===== src/rtl/fb_sched_pkg.sv =====
// Shared types and constants for the frame-buffer read scheduler.
package fb_sched_pkg;

  localparam int unsigned FB_ADDR_W = 19;
  localparam int unsigned PIXEL_W   = 12;

  // Owner encoding carried in the read tag pipeline
  localparam logic OWN_VGA = 1'b0;
  localparam logic OWN_CNN = 1'b1;

  typedef enum logic [1:0] {
    ST_IDLE  = 2'd0,
    ST_FETCH = 2'd1,
    ST_DRAIN = 2'd2,
    ST_DONE  = 2'd3
  } sched_state_e;

  typedef struct packed {
    logic valid;
    logic owner;
  } fb_tag_t;

  // Counter width for a 0..n-1 counter, never below one bit
  function automatic int unsigned cnt_w(input int unsigned n);
    return (n > 1) ? $clog2(n) : 1;
  endfunction

endpackage


===== src/rtl/fb_win_addr_gen.sv =====
// Window address generator: walks a subsampled WIN_W x WIN_H window in raster
// order from a latched base, one step per issue strobe. Offsets are kept as
// running sums so no multiplier is needed.
module fb_win_addr_gen
  import fb_sched_pkg::*;
#(
  parameter int unsigned SCREEN_W  = 640,
  parameter int unsigned WIN_W     = 28,
  parameter int unsigned WIN_H     = 28,
  parameter int unsigned SUBSAMPLE = 8
) (
  input  logic                 clk,
  input  logic                 rst,
  input  logic                 load,
  input  logic [FB_ADDR_W-1:0] base,
  input  logic                 issue,
  output logic [FB_ADDR_W-1:0] addr_c,
  output logic                 last_c
);

  localparam int unsigned COL_W = cnt_w(WIN_W);
  localparam int unsigned ROW_W = cnt_w(WIN_H);
  localparam logic [COL_W-1:0]     COL_MAX  = COL_W'(WIN_W - 1);
  localparam logic [ROW_W-1:0]     ROW_MAX  = ROW_W'(WIN_H - 1);
  localparam logic [FB_ADDR_W-1:0] COL_STEP = FB_ADDR_W'(SUBSAMPLE);
  localparam logic [FB_ADDR_W-1:0] ROW_STEP = FB_ADDR_W'(SUBSAMPLE * SCREEN_W);

  logic [COL_W-1:0]     col;
  logic [ROW_W-1:0]     row;
  logic [FB_ADDR_W-1:0] base_q;
  logic [FB_ADDR_W-1:0] col_off;
  logic [FB_ADDR_W-1:0] row_off;

  // Base latch and raster counters with running offsets
  always_ff @(posedge clk) begin
    if (rst) begin
      base_q  <= '0;
      col     <= '0;
      row     <= '0;
      col_off <= '0;
      row_off <= '0;
    end else if (load) begin
      base_q  <= base;
      col     <= '0;
      row     <= '0;
      col_off <= '0;
      row_off <= '0;
    end else if (issue) begin
      if (col == COL_MAX) begin
        col     <= '0;
        col_off <= '0;
        row     <= row + 1'b1;
        row_off <= row_off + ROW_STEP;
      end else begin
        col     <= col + 1'b1;
        col_off <= col_off + COL_STEP;
      end
    end
  end

  // Address wraps modulo 2^FB_ADDR_W by construction
  assign addr_c = base_q + row_off + col_off;
  assign last_c = (col == COL_MAX) && (row == ROW_MAX);

endmodule


===== src/rtl/fb_read_scheduler.sv =====
// Frame-buffer read port arbiter: VGA scan-out has strict priority, the CNN
// window fetch fills the free cycles. Returning data is steered by a tag
// pipeline matching the BRAM read latency.
// Optional build macro FB_SCHED_STATS_EN enables the stall-cycle counter.
module fb_read_scheduler
  import fb_sched_pkg::*;
#(
  parameter int unsigned SCREEN_W   = 640,
  parameter int unsigned WIN_W      = 28,
  parameter int unsigned WIN_H      = 28,
  parameter int unsigned SUBSAMPLE  = 8,
  parameter int unsigned RD_LATENCY = 1
) (
  input  logic                 clk25,
  input  logic                 rst,
  input  logic                 vga_req,
  input  logic [FB_ADDR_W-1:0] vga_addr,
  output logic [PIXEL_W-1:0]   vga_pixel,
  output logic                 vga_pixel_valid,
  input  logic                 cnn_start,
  input  logic [FB_ADDR_W-1:0] cnn_base,
  output logic                 cnn_busy,
  output logic [PIXEL_W-1:0]   cnn_rdata,
  output logic                 cnn_rvalid,
  output logic                 cnn_done,
  output logic [15:0]          cnn_stall_cycles,
  output logic [FB_ADDR_W-1:0] mem_addr,
  input  logic [PIXEL_W-1:0]   mem_rdata
);

  localparam int unsigned LAT = (RD_LATENCY < 1) ? 1 : RD_LATENCY;

  sched_state_e         state;
  fb_tag_t              tag_pipe [LAT];
  fb_tag_t              ret_tag;
  logic                 cnn_issue;
  logic                 start_ok;
  logic                 pipe_has_cnn;
  logic                 vga_ret;
  logic                 cnn_ret;
  logic [FB_ADDR_W-1:0] cnn_addr;
  logic                 cnn_last;
  logic [PIXEL_W-1:0]   vga_hold;
  logic [PIXEL_W-1:0]   cnn_hold;

  assign start_ok  = (state == ST_IDLE) && cnn_start;
  assign cnn_issue = (state == ST_FETCH) && !vga_req;

  fb_win_addr_gen #(
    .SCREEN_W (SCREEN_W),
    .WIN_W    (WIN_W),
    .WIN_H    (WIN_H),
    .SUBSAMPLE(SUBSAMPLE)
  ) u_addr_gen (
    .clk   (clk25),
    .rst   (rst),
    .load  (start_ok),
    .base  (cnn_base),
    .issue (cnn_issue),
    .addr_c(cnn_addr),
    .last_c(cnn_last)
  );

  // VGA always wins the port; CNN address only when FETCH has a free cycle
  assign mem_addr = cnn_issue ? cnn_addr : vga_addr;

  // CNN reads still in flight after this cycle's return (oldest stage excluded)
  always_comb begin
    pipe_has_cnn = 1'b0;
    for (int i = 0; i < int'(LAT) - 1; i++) begin
      if (tag_pipe[i].valid && (tag_pipe[i].owner == OWN_CNN)) pipe_has_cnn = 1'b1;
    end
  end

  // Control FSM with registered busy/done
  always_ff @(posedge clk25) begin
    if (rst) begin
      state    <= ST_IDLE;
      cnn_busy <= 1'b0;
      cnn_done <= 1'b0;
    end else begin
      cnn_done <= 1'b0;
      case (state)
        ST_IDLE: begin
          if (cnn_start) begin
            state    <= ST_FETCH;
            cnn_busy <= 1'b1;
          end
        end
        ST_FETCH: begin
          if (cnn_issue && cnn_last) state <= ST_DRAIN;
        end
        ST_DRAIN: begin
          if (!pipe_has_cnn) begin
            state    <= ST_DONE;
            cnn_done <= 1'b1;
          end
        end
        ST_DONE: begin
          state    <= ST_IDLE;
          cnn_busy <= 1'b0;
        end
        default: begin
          state    <= ST_IDLE;
          cnn_busy <= 1'b0;
        end
      endcase
    end
  end

  // Tag pipeline: one {valid, owner} entry per issued read
  always_ff @(posedge clk25) begin
    if (rst) begin
      for (int i = 0; i < int'(LAT); i++) tag_pipe[i] <= '0;
    end else begin
      tag_pipe[0].valid <= vga_req | cnn_issue;
      tag_pipe[0].owner <= vga_req ? OWN_VGA : OWN_CNN;
      for (int i = 1; i < int'(LAT); i++) tag_pipe[i] <= tag_pipe[i-1];
    end
  end

  assign ret_tag         = tag_pipe[LAT-1];
  assign vga_ret         = ret_tag.valid && (ret_tag.owner == OWN_VGA);
  assign cnn_ret         = ret_tag.valid && (ret_tag.owner == OWN_CNN);
  assign vga_pixel_valid = vga_ret;
  assign cnn_rvalid      = cnn_ret;

  // Hold registers keep the last value on the output not being fed
  always_ff @(posedge clk25) begin
    if (rst) begin
      vga_hold <= '0;
      cnn_hold <= '0;
    end else begin
      if (vga_ret) vga_hold <= mem_rdata;
      if (cnn_ret) cnn_hold <= mem_rdata;
    end
  end

  assign vga_pixel = vga_ret ? mem_rdata : vga_hold;
  assign cnn_rdata = cnn_ret ? mem_rdata : cnn_hold;

`ifdef FB_SCHED_STATS_EN
  logic [15:0] stall_q;

  // Saturating count of FETCH cycles blocked by VGA
  always_ff @(posedge clk25) begin
    if (rst) begin
      stall_q <= '0;
    end else if (start_ok) begin
      stall_q <= '0;
    end else if ((state == ST_FETCH) && vga_req && (stall_q != 16'hFFFF)) begin
      stall_q <= stall_q + 16'd1;
    end
  end

  assign cnn_stall_cycles = stall_q;
`else
  assign cnn_stall_cycles = '0;
`endif

endmodule


===== config.mk =====
export PLATFORM = sky130hd
export DESIGN_NAME = fb_read_scheduler
export DESIGN_NICKNAME = d
export VERILOG_FILES = /design/src/rtl/fb_sched_pkg.sv /design/src/rtl/fb_win_addr_gen.sv /design/src/rtl/fb_read_scheduler.sv
export SDC_FILE = /design/constraint.sdc
export NUM_CORES = 1
export LEC_CHECK = 0
export ABC_AREA = 1
export CORE_MARGIN = 1.5
export CORE_UTILIZATION = 55
export DETAILED_ROUTE_END_ITERATION = 8
export PLACE_DENSITY_LB_ADDON = 0.05
export SLEW_MARGIN = 10
export SYNTH_ARGS = -nofsm -noshare
export SYNTH_HDL_FRONTEND = slang
export SYNTH_SLANG_ARGS = --single-unit
export TNS_END_PERCENT = 50

===== constraint.sdc =====
create_clock -name clk25 -period 6.53 [get_ports clk25]
set_clock_uncertainty 0.2 [all_clocks]
set_input_delay 1.959 -clock clk25 [delete_from_list [all_inputs] [get_ports clk25]]
set_output_delay 1.959 -clock clk25 [all_outputs]
set_load 0.005 [all_outputs]

[Word level (Yosys, flattened, before mapping)]
Memory sizes are Yosys's and may differ from the RTL's.
Index checks and enable logic that the tools add are counted.
Cells by class
  add/subtract/negate cells: 6
  eq/ne operators: 7
  muxes and demuxes: 17
  bitwise logic cells: 2
  reductions and logical operators: 14
Operators with widths (number)
  $add A19 B19 Y19: 2
  $mux W19: 2
  $mux W12: 2
  $add A19 B13 Y19 const B: 1
  $add A19 B4 Y19 const B: 1
  $add A5 B1 Y5 const B: 2
  $eq A5 B5 Y1 const B: 2
  $mux W2: 4
  $pmux W2 S4: 1
  $logic_and A1 B1 Y1: 6
  $mux W1: 6
  $reduce_and A2 Y1: 3
  $mux W5: 1
  $eq A2 B2 Y1 const B: 2
  $reduce_or A2 Y1: 2
  $eq A2 B1 Y1 const B: 1
  $logic_not A2 Y1: 1
  $ne A2 B1 Y1 const B: 1
  $ne A2 B2 Y1 const B: 1
  $pmux W1 S2: 1
  $reduce_bool A2 Y1: 1
  $logic_not A1 Y1: 1
  $not A1 Y1: 1
  $or A1 B1 Y1: 1
Storage, ports and cells
  register bits after elaboration: 95
  RAM bits: 2
  output and inout bits: 63
  memories kept: 1
Memory list
  tag_pipe: depth 1, width 2, read ports 1, clocked after memory_dff 0, wr ports 2, RTL line fb_read_scheduler.sv:34  | fb_tag_t tag_pipe [LAT];

[Longest topological paths before layout]
  word-level depth: 5
  mapped depth: 14
  mapped depth without buffers: 14

[By module]
A second synthesis with hierarchy kept.
Second synthesis, totals
  cells, all modules: 818
  area, all modules: 5408.9 sq um
Modules (own cells, without submodules)
  fb_win_addr_gen: times used 1, cells each 544, area each 3716.1 sq um
  fb_read_scheduler: times used 1, cells each 274, area each 1692.9 sq um

[Worst setup path after synthesis]
No wires, ideal clock.
  kind: input port to output port
  from: in vga_req
  to: out mem_addr[14]
  arrival: 2707 ps
  data required time: 4371 ps
  setup slack: 1664 ps
  stages on the path: 7
  buffers on the path: 2
  cells stage by stage: inv_1 -> nand2_4 -> inv_1 -> buf_2 -> buf_2 -> nand3_1 -> nand2_1
Between the ends
  word-level cells in the longest chain between the ends: 3
RTL lines
  start: declaration: RTL line fb_read_scheduler.sv:16  | input logic vga_req,
  $logic_not A1 Y1: RTL line fb_read_scheduler.sv:47  | assign cnn_issue = (state == ST_FETCH) && !vga_req;
  $logic_and A1 B1 Y1: RTL line fb_read_scheduler.sv:47
  $mux W19: RTL line fb_read_scheduler.sv:65  | assign mem_addr = cnn_issue ? cnn_addr : vga_addr;
  end: declaration: RTL line fb_read_scheduler.sv:27  | output logic [FB_ADDR_W-1:0] mem_addr,
Every way passes these cells.

[Worst setup path in the final report]
  from: in vga_req
  to: out mem_addr[11]
The elaborated chain is that of the path after synthesis.

==> out/metrics.yaml <==
clock_tree:
  root_buffer: "sky130_fd_sc_hd__clkbuf_8"
  cts_buffer_count: 9
  post-cts-setup-buffer-count: 0
  path_clk_slew_ps: 90
  clock_tree.htree_level_count: 3
  cts-resized-gates: 0
  clock-sinks: 84
  post_cts_hold_buffer_count: 0
  ctsLongestPathBuffers: 2
  worstSkewPairLatency_ps: 360
  cts_tree: "done"
critical_path:
  reg2reg_setup_slack_ps: 3810
  crit_path_end_kind: "primary output"
  timing.critical_path.to: "mem_addr[11]"
  worstPathArrival_ps: 3780
  rr_startpoint: "state[0]$_SDFFE_PP0P_"
  worst_r2r_path_depth: 6
  critical_path.reg2reg.endpoint: "cnn_busy$_SDFFE_PP0P_"
  critical_path.cell_chain: "clkdlybuf4s50_1, inv_1, nand2_4, inv_1, nand2_1, o21ai_0, clkdlybuf4s50_1"
  setup.worst_path.start_class: "primary input"
  cp_slowest_stage_delay_ps: 520
  worst-path-max-fanout: 16
  worst_path_max_delay_cell: "sky130_fd_sc_hd__clkdlybuf4s50_1"
  criticalPathCategory: "in -> out"
  worst_setup_path_startpoint: "vga_req"
  worst-endpoint-required_ps: 4370
power:
  power_leakage_nw: 3.058
  pwr_density_cell_nw_per_um2: 230.3
  vdd_ir_drop_max_mv: 0.1363
layout:
  area_added_between_synthesis_and_finish_pct: 23.25
  insertedDiodeCount: 0
  commonest_cells_after_routing_fill_and_taps_aside: "sky130_fd_sc_hd__nand2_1 (163), sky130_fd_sc_hd__nor2_1 (109), sky130_fd_sc_hd__clkdlybuf4s50_1 (100)"
  finish.net_count: 940
  post_route_cells_drive_above_1_share_pct: 7.160
  mostFrequentLayoutCell: "sky130_fd_sc_hd__nand2_1"
  stdcell_count: 963
  layout_utilization_pct: 69.24
route:
  dr.first_iter.drc_count: 200
  drtAntennaViolNets: 0
  routed_wl_um: 12500
  drc: 0
  route.detailed.vias_per_inst: 5.129
  dr.pass1.iters: 5
  detail_route.wl_per_cell_um: 12.98
  dr_total_vias: 4939
timing:
  fin_worst_hold_slack_ps: 269.1
  timing.final.setup_violations: 0
  timing.final.crit_share_pct: 91.01
  grt_setup_unrepaired: "false"
  setup_tns_ps: 0
  slew_headroom_pct: 49.81
  final-hold-violation-count: 0
  max_freq_ghz: 0.1683
  final_critical_path_setup_slack_ps: 586.8
  report.final.slew_viol_count: 0
  period_minus_slack_ps: 5943
  worstMarginPinSlew_ps: 750.0
placement:
  placed_cells_incl_taps: 947
  gpl.final_weighted_congestion: 0.8832
  detailedPlace.worstSlack_ps: 586.3
  dpl.hpwl_um: 9591
  numPortBuffers: 100
grt:
  grt_antenna_before_repair: 0
  grt_start_max_net_pins: 36
  grt_pass1_wl_um: 20610
  grt.total_usage_pct: 25.77
  grt.overflow.total: 0
  first_global_vias: 4529
synth:
  synth_area_um2: 5117
  postSynthAreaPerCell_um2: 6.805
  ys_seq_area_share_pct: 32.86
  yosysWarningCount: 0
  synth_cell_types: 38
  flip_flop_and_latch_count_after_synthesis: 84
  synthesis.instances: 752
floorplan:
  start_util_pct: 56.18
  core_region_area_um2: 9109
  rows: 35
  ios: 117
  die_width_um: 99.46
  die_area_um2: 9892
  die_h_um: 99.46
run:
  max_cap_violations: 0
hold_path:
  holdCritPathClass: "reg -> reg"
run_status:
  result_of_the_run: "finished clean"
[layer usage]
layer	routed length, µm	vias up	global-route usage [%]
met5	0	-	0
met4	269	0	10.83
met3	753	19	4.498
met2	5964	148	42.94
met1	5511	2244	33.10
li1	-	2528	-
[cells by family (layout without fill, tap and decap cells)]
logic type	Yosys count	count (layout)	synth area share, %
xor+xnor	12	12	2.054
buf+inv	136	220	11.49
fa+ha+maj	39	39	10.71
simple gates	368	368	31.44
flops	84	84	32.86
compound gates	112	112	11.37
other cells	1	17	0.07328
[power breakdown]
group	internal (W)	total [W]	switching, W
combinational	0.000242	0.000509	0.000267
sequential	0.000570	0.000606	0.0000362
clock	0.000139	0.000337	0.000198
total	0.000951	0.00145	0.000501
[critical path, delay by kind of cell]
family	cells	cell delay (ps)
AOI/OAI and AO/OA	1	160
buffers and inverters	4	1500
and+or+nand+nor	2	150
[registers in the layout (all words and copies together) (netlist names)]
name,count
cnn_busy,1
cnn_done,1
cnn_hold,12
state,2
tag_pipe,2
u_addr_gen.base_q,19
u_addr_gen.col,5
u_addr_gen.col_off,16
u_addr_gen.row,5
u_addr_gen.row_off,9
vga_hold,12
[per-stage QoR]
stage,cell area [µm²],total power [W]
final,6307,0.001452
after global routing,6307,0.001549
after CTS,6307,0.001460
after detailed placement,6131,0.001126
after global placement,6131,0.001111
after floorplan,5177,0.0009179
[Yosys cell counts, drive strengths merged]
master	count	area, µm²
a211oi	1	7.510
a21boi	1	7.510
a21oi	36	180.2
a31oi	1	6.260
and2	1	6.260
and3	1	6.260
buf	23	163.9
clkbuf	12	45.04
clkinv	1	3.750
conb	1	3.750
dfxtp	84	1682
fa	8	160.2
ha	31	387.9
inv	100	375.4
nand2	166	640.6
nand3	37	197.7
nand3b	4	30.03
nand4	9	56.30
nor2	115	461.7
nor3	7	35.03
o21ai	70	354.1
o21bai	2	15.01
o221a	1	11.26
or2	28	175.2
xnor2	6	52.55
xor2	6	52.55
[final cells by class]
class                   count  area (µm²)
multi-input cells         548        2908
fillers                   798        2801
flip-flops and latches     84        1682
repair buffers            103        1023
inverters                 101       379.1
well taps                 111       138.9
clock buffers               9       123.9
clock inverters             7       52.55
[worst min path at each step]
stage | start | end | slack [ps] | cells after the start
floorplan | u_addr_gen.col[4]$_SDFFE_PP0P_ | u_addr_gen.col[4]$_SDFFE_PP0P_ | 220 | 1
global placement | u_addr_gen.col[4]$_SDFFE_PP0P_ | u_addr_gen.col[4]$_SDFFE_PP0P_ | 240 | 1
detailed placement | u_addr_gen.col[4]$_SDFFE_PP0P_ | u_addr_gen.col[4]$_SDFFE_PP0P_ | 250 | 1
CTS | u_addr_gen.col[4]$_SDFFE_PP0P_ | u_addr_gen.col[4]$_SDFFE_PP0P_ | 260 | 1
global route | u_addr_gen.col[4]$_SDFFE_PP0P_ | u_addr_gen.col[4]$_SDFFE_PP0P_ | 290 | 1
finish | u_addr_gen.col[4]$_SDFFE_PP0P_ | u_addr_gen.col[4]$_SDFFE_PP0P_ | 270 | 1
(Power assumes the default switching activity.)
==> variant, RTL diff (config.mk and constraints unchanged) <==
Build with the macro `FB_SCHED_STATS_EN` defined.
--- a/src/rtl/fb_read_scheduler.sv
+++ b/src/rtl/fb_read_scheduler.sv
@@ -2,6 +2,8 @@
 // window fetch fills the free cycles. Returning data is steered by a tag
 // pipeline matching the BRAM read latency.
 // Optional build macro FB_SCHED_STATS_EN enables the stall-cycle counter.
+`define FB_SCHED_STATS_EN
+
 module fb_read_scheduler
   import fb_sched_pkg::*;
 #(
Formal check against the unedited RTL: not equivalent (Yosys sat finds a counterexample within 4 cycles, from zero or initial values and one cycle with rst high).
==> variant against the original RTL <==
  * Sequential share of layout area up 0.56 points
  * Total power grew 13%
  * Sequential cell count rose by 16
  * Wire length grew 23%
  * Die area is 15% higher
  * Via count is 19% higher
  * Setup slack gained 39 ps
  * Design area up 17%
  * Area after synthesis up 16%
==> variant: results (changes against the original RTL) <==
- Placed cell count: 1105 (was 947)
- Status: finished, final reports clean (unchanged)
- FILL cells: 919 (was 798)
- Final hold slack: 256 ps (was 269 ps)
- Worst-path maximum fanout: 34 (was 16)
- IO buf count: 116 (was 100)
- Clock period minus worst slack: 5900 ps (was 5940 ps)
- Worst path slowest cell: clkdlybuf4s50_1 (unchanged)
- Starting DRC count in detailed routing: 476 (was 200)
- Largest net degree at the start of global routing: 35 (was 36)
- H-tree level count: 3 (unchanged)
- Worst slew pin tran: 985 ps (was 750 ps)
- First-pass iteration count of the detailed router: 4 (was 5)
- Final HPWL DP: 11.7 mm (was 9.59 mm)
- Gp weighted congestion: 0.914 (was 0.883)
- Placed Area: 7160 µm² (was 6130 µm²)
- Synthesized Nets: 966
- PwrDens: 224 nW/µm² (was 230 nW/µm²)
- Worst min-delay path category: reg -> reg (unchanged)
- Ys Warns: 0 (unchanged)
- CTS root buf: clkbuf_8 (unchanged)
- Static Leak: 3.38 nW (was 3.06 nW)
- CTS Buf Count: 9 (unchanged)
- Global-route wire length before repair: 24.9 mm (was 20.6 mm)
- Asr flop ratio synth: 0% (unchanged)
- Crit path capture: mem_addr[9] (was mem_addr[11])
- WL per Instance: 13.7 µm (was 13.0 µm)
- Worst R2R Start: state[1]$_SDFFE_PP0P_ (was state[0]$_SDFFE_PP0P_)
- Layout cells sized above 1: 6.50% (was 7.16%)
- Most frequent cells after synthesis: nand2_1, nor2_1, inv_1, dfxtp_1, o21ai_0 (unchanged)
- Vias: 5880 (was 4939)
- Worst EP arrival: 3750 ps (was 3780 ps)
- Aggregate global-route resource usage: 27.0% (was 25.8%)
- Main area contributors after synthesis: dfxtp_1, nand2_1, nor2_1 (unchanged)
- Dominant synthesized flop cell: dfxtp_1 (unchanged)
- Sequential share of the synthesized area: 33.9% (was 32.9%)
- Avg Synthesized Cell Area: 6.78 µm² (was 6.81 µm²)
- Hold path cells: 1 (unchanged)
- CP peak stage delay: 540 ps (was 520 ps)
- Worst slack, placed: 617 ps (was 586 ps)
- Vias per cell: 5.25 (was 5.13)
- Reg2reg setup slack: 3770 ps (was 3810 ps)
- Peak supply drop: 0.138 mV (was 0.136 mV)
- Number of global-route vias before repair: 5489 (was 4529)
## variant: cell count changes after synthesis, moves of 8 or more
| cell | before | now |
|---|---|---|
| nand2_1 | 163 | 213 |
| a21oi_1 | 36 | 53 |
| buf_4 | 18 | 1 |
| dfxtp_1 | 84 | 100 |
| inv_1 | 96 | 108 |
| nand3_1 | 36 | 47 |
| xor2_1 | 6 | 14 |
## variant: cells by family (layout without fill, tap and decap cells)
family | Yosys count | after routing | synth area share (%)
AOI/OAI and AO/OA | 126 | 126 | 10.9
xor gates and xnor gates | 27 | 27 | 4.00
adders and majority gates | 40 | 40 | 9.48
buffers and inverters | 135 | 248 | 9.06
DFF | 100 | 100 | 33.9
other | 1 | 1 | 0.0634
and+or+nand+nor | 443 | 443 | 32.6
## variant: final cells by class
class | count | share of cell area, %
timing repair buffer | 120 | 16.2
inverter | 112 | 5.72
sequential | 100 | 27.2
clock buffer | 11 | 2.06
tap | 136 | 2.31
clock inverter | 5 | 0.596
multi-input combinational | 637 | 45.9
## variant: routing by layer
metal	wire, µm	vias up	track usage, %	part of all wire (%)
met4	249	0	7.52	1.6
li1	-	2975	-	-
met3	834	27	4.98	5.4
met1	6920	2716	34.6	45
met2	7360	162	46.6	48
met5	0	-	0	0
## variant: where the power goes
part	internal, mW	total [mW]	switching [mW]
Clock	0.164	0.390	0.226
Combinational	0.251	0.548	0.297
Sequential	0.669	0.706	0.0375
## variant: critical path, delay by kind of cell
| kind | cells | cell delay [ps] |
|---|---|---|
| compound gates | 1 | 100 |
| buf+inv | 4 | 1520 |
| simple gates | 2 | 150 |
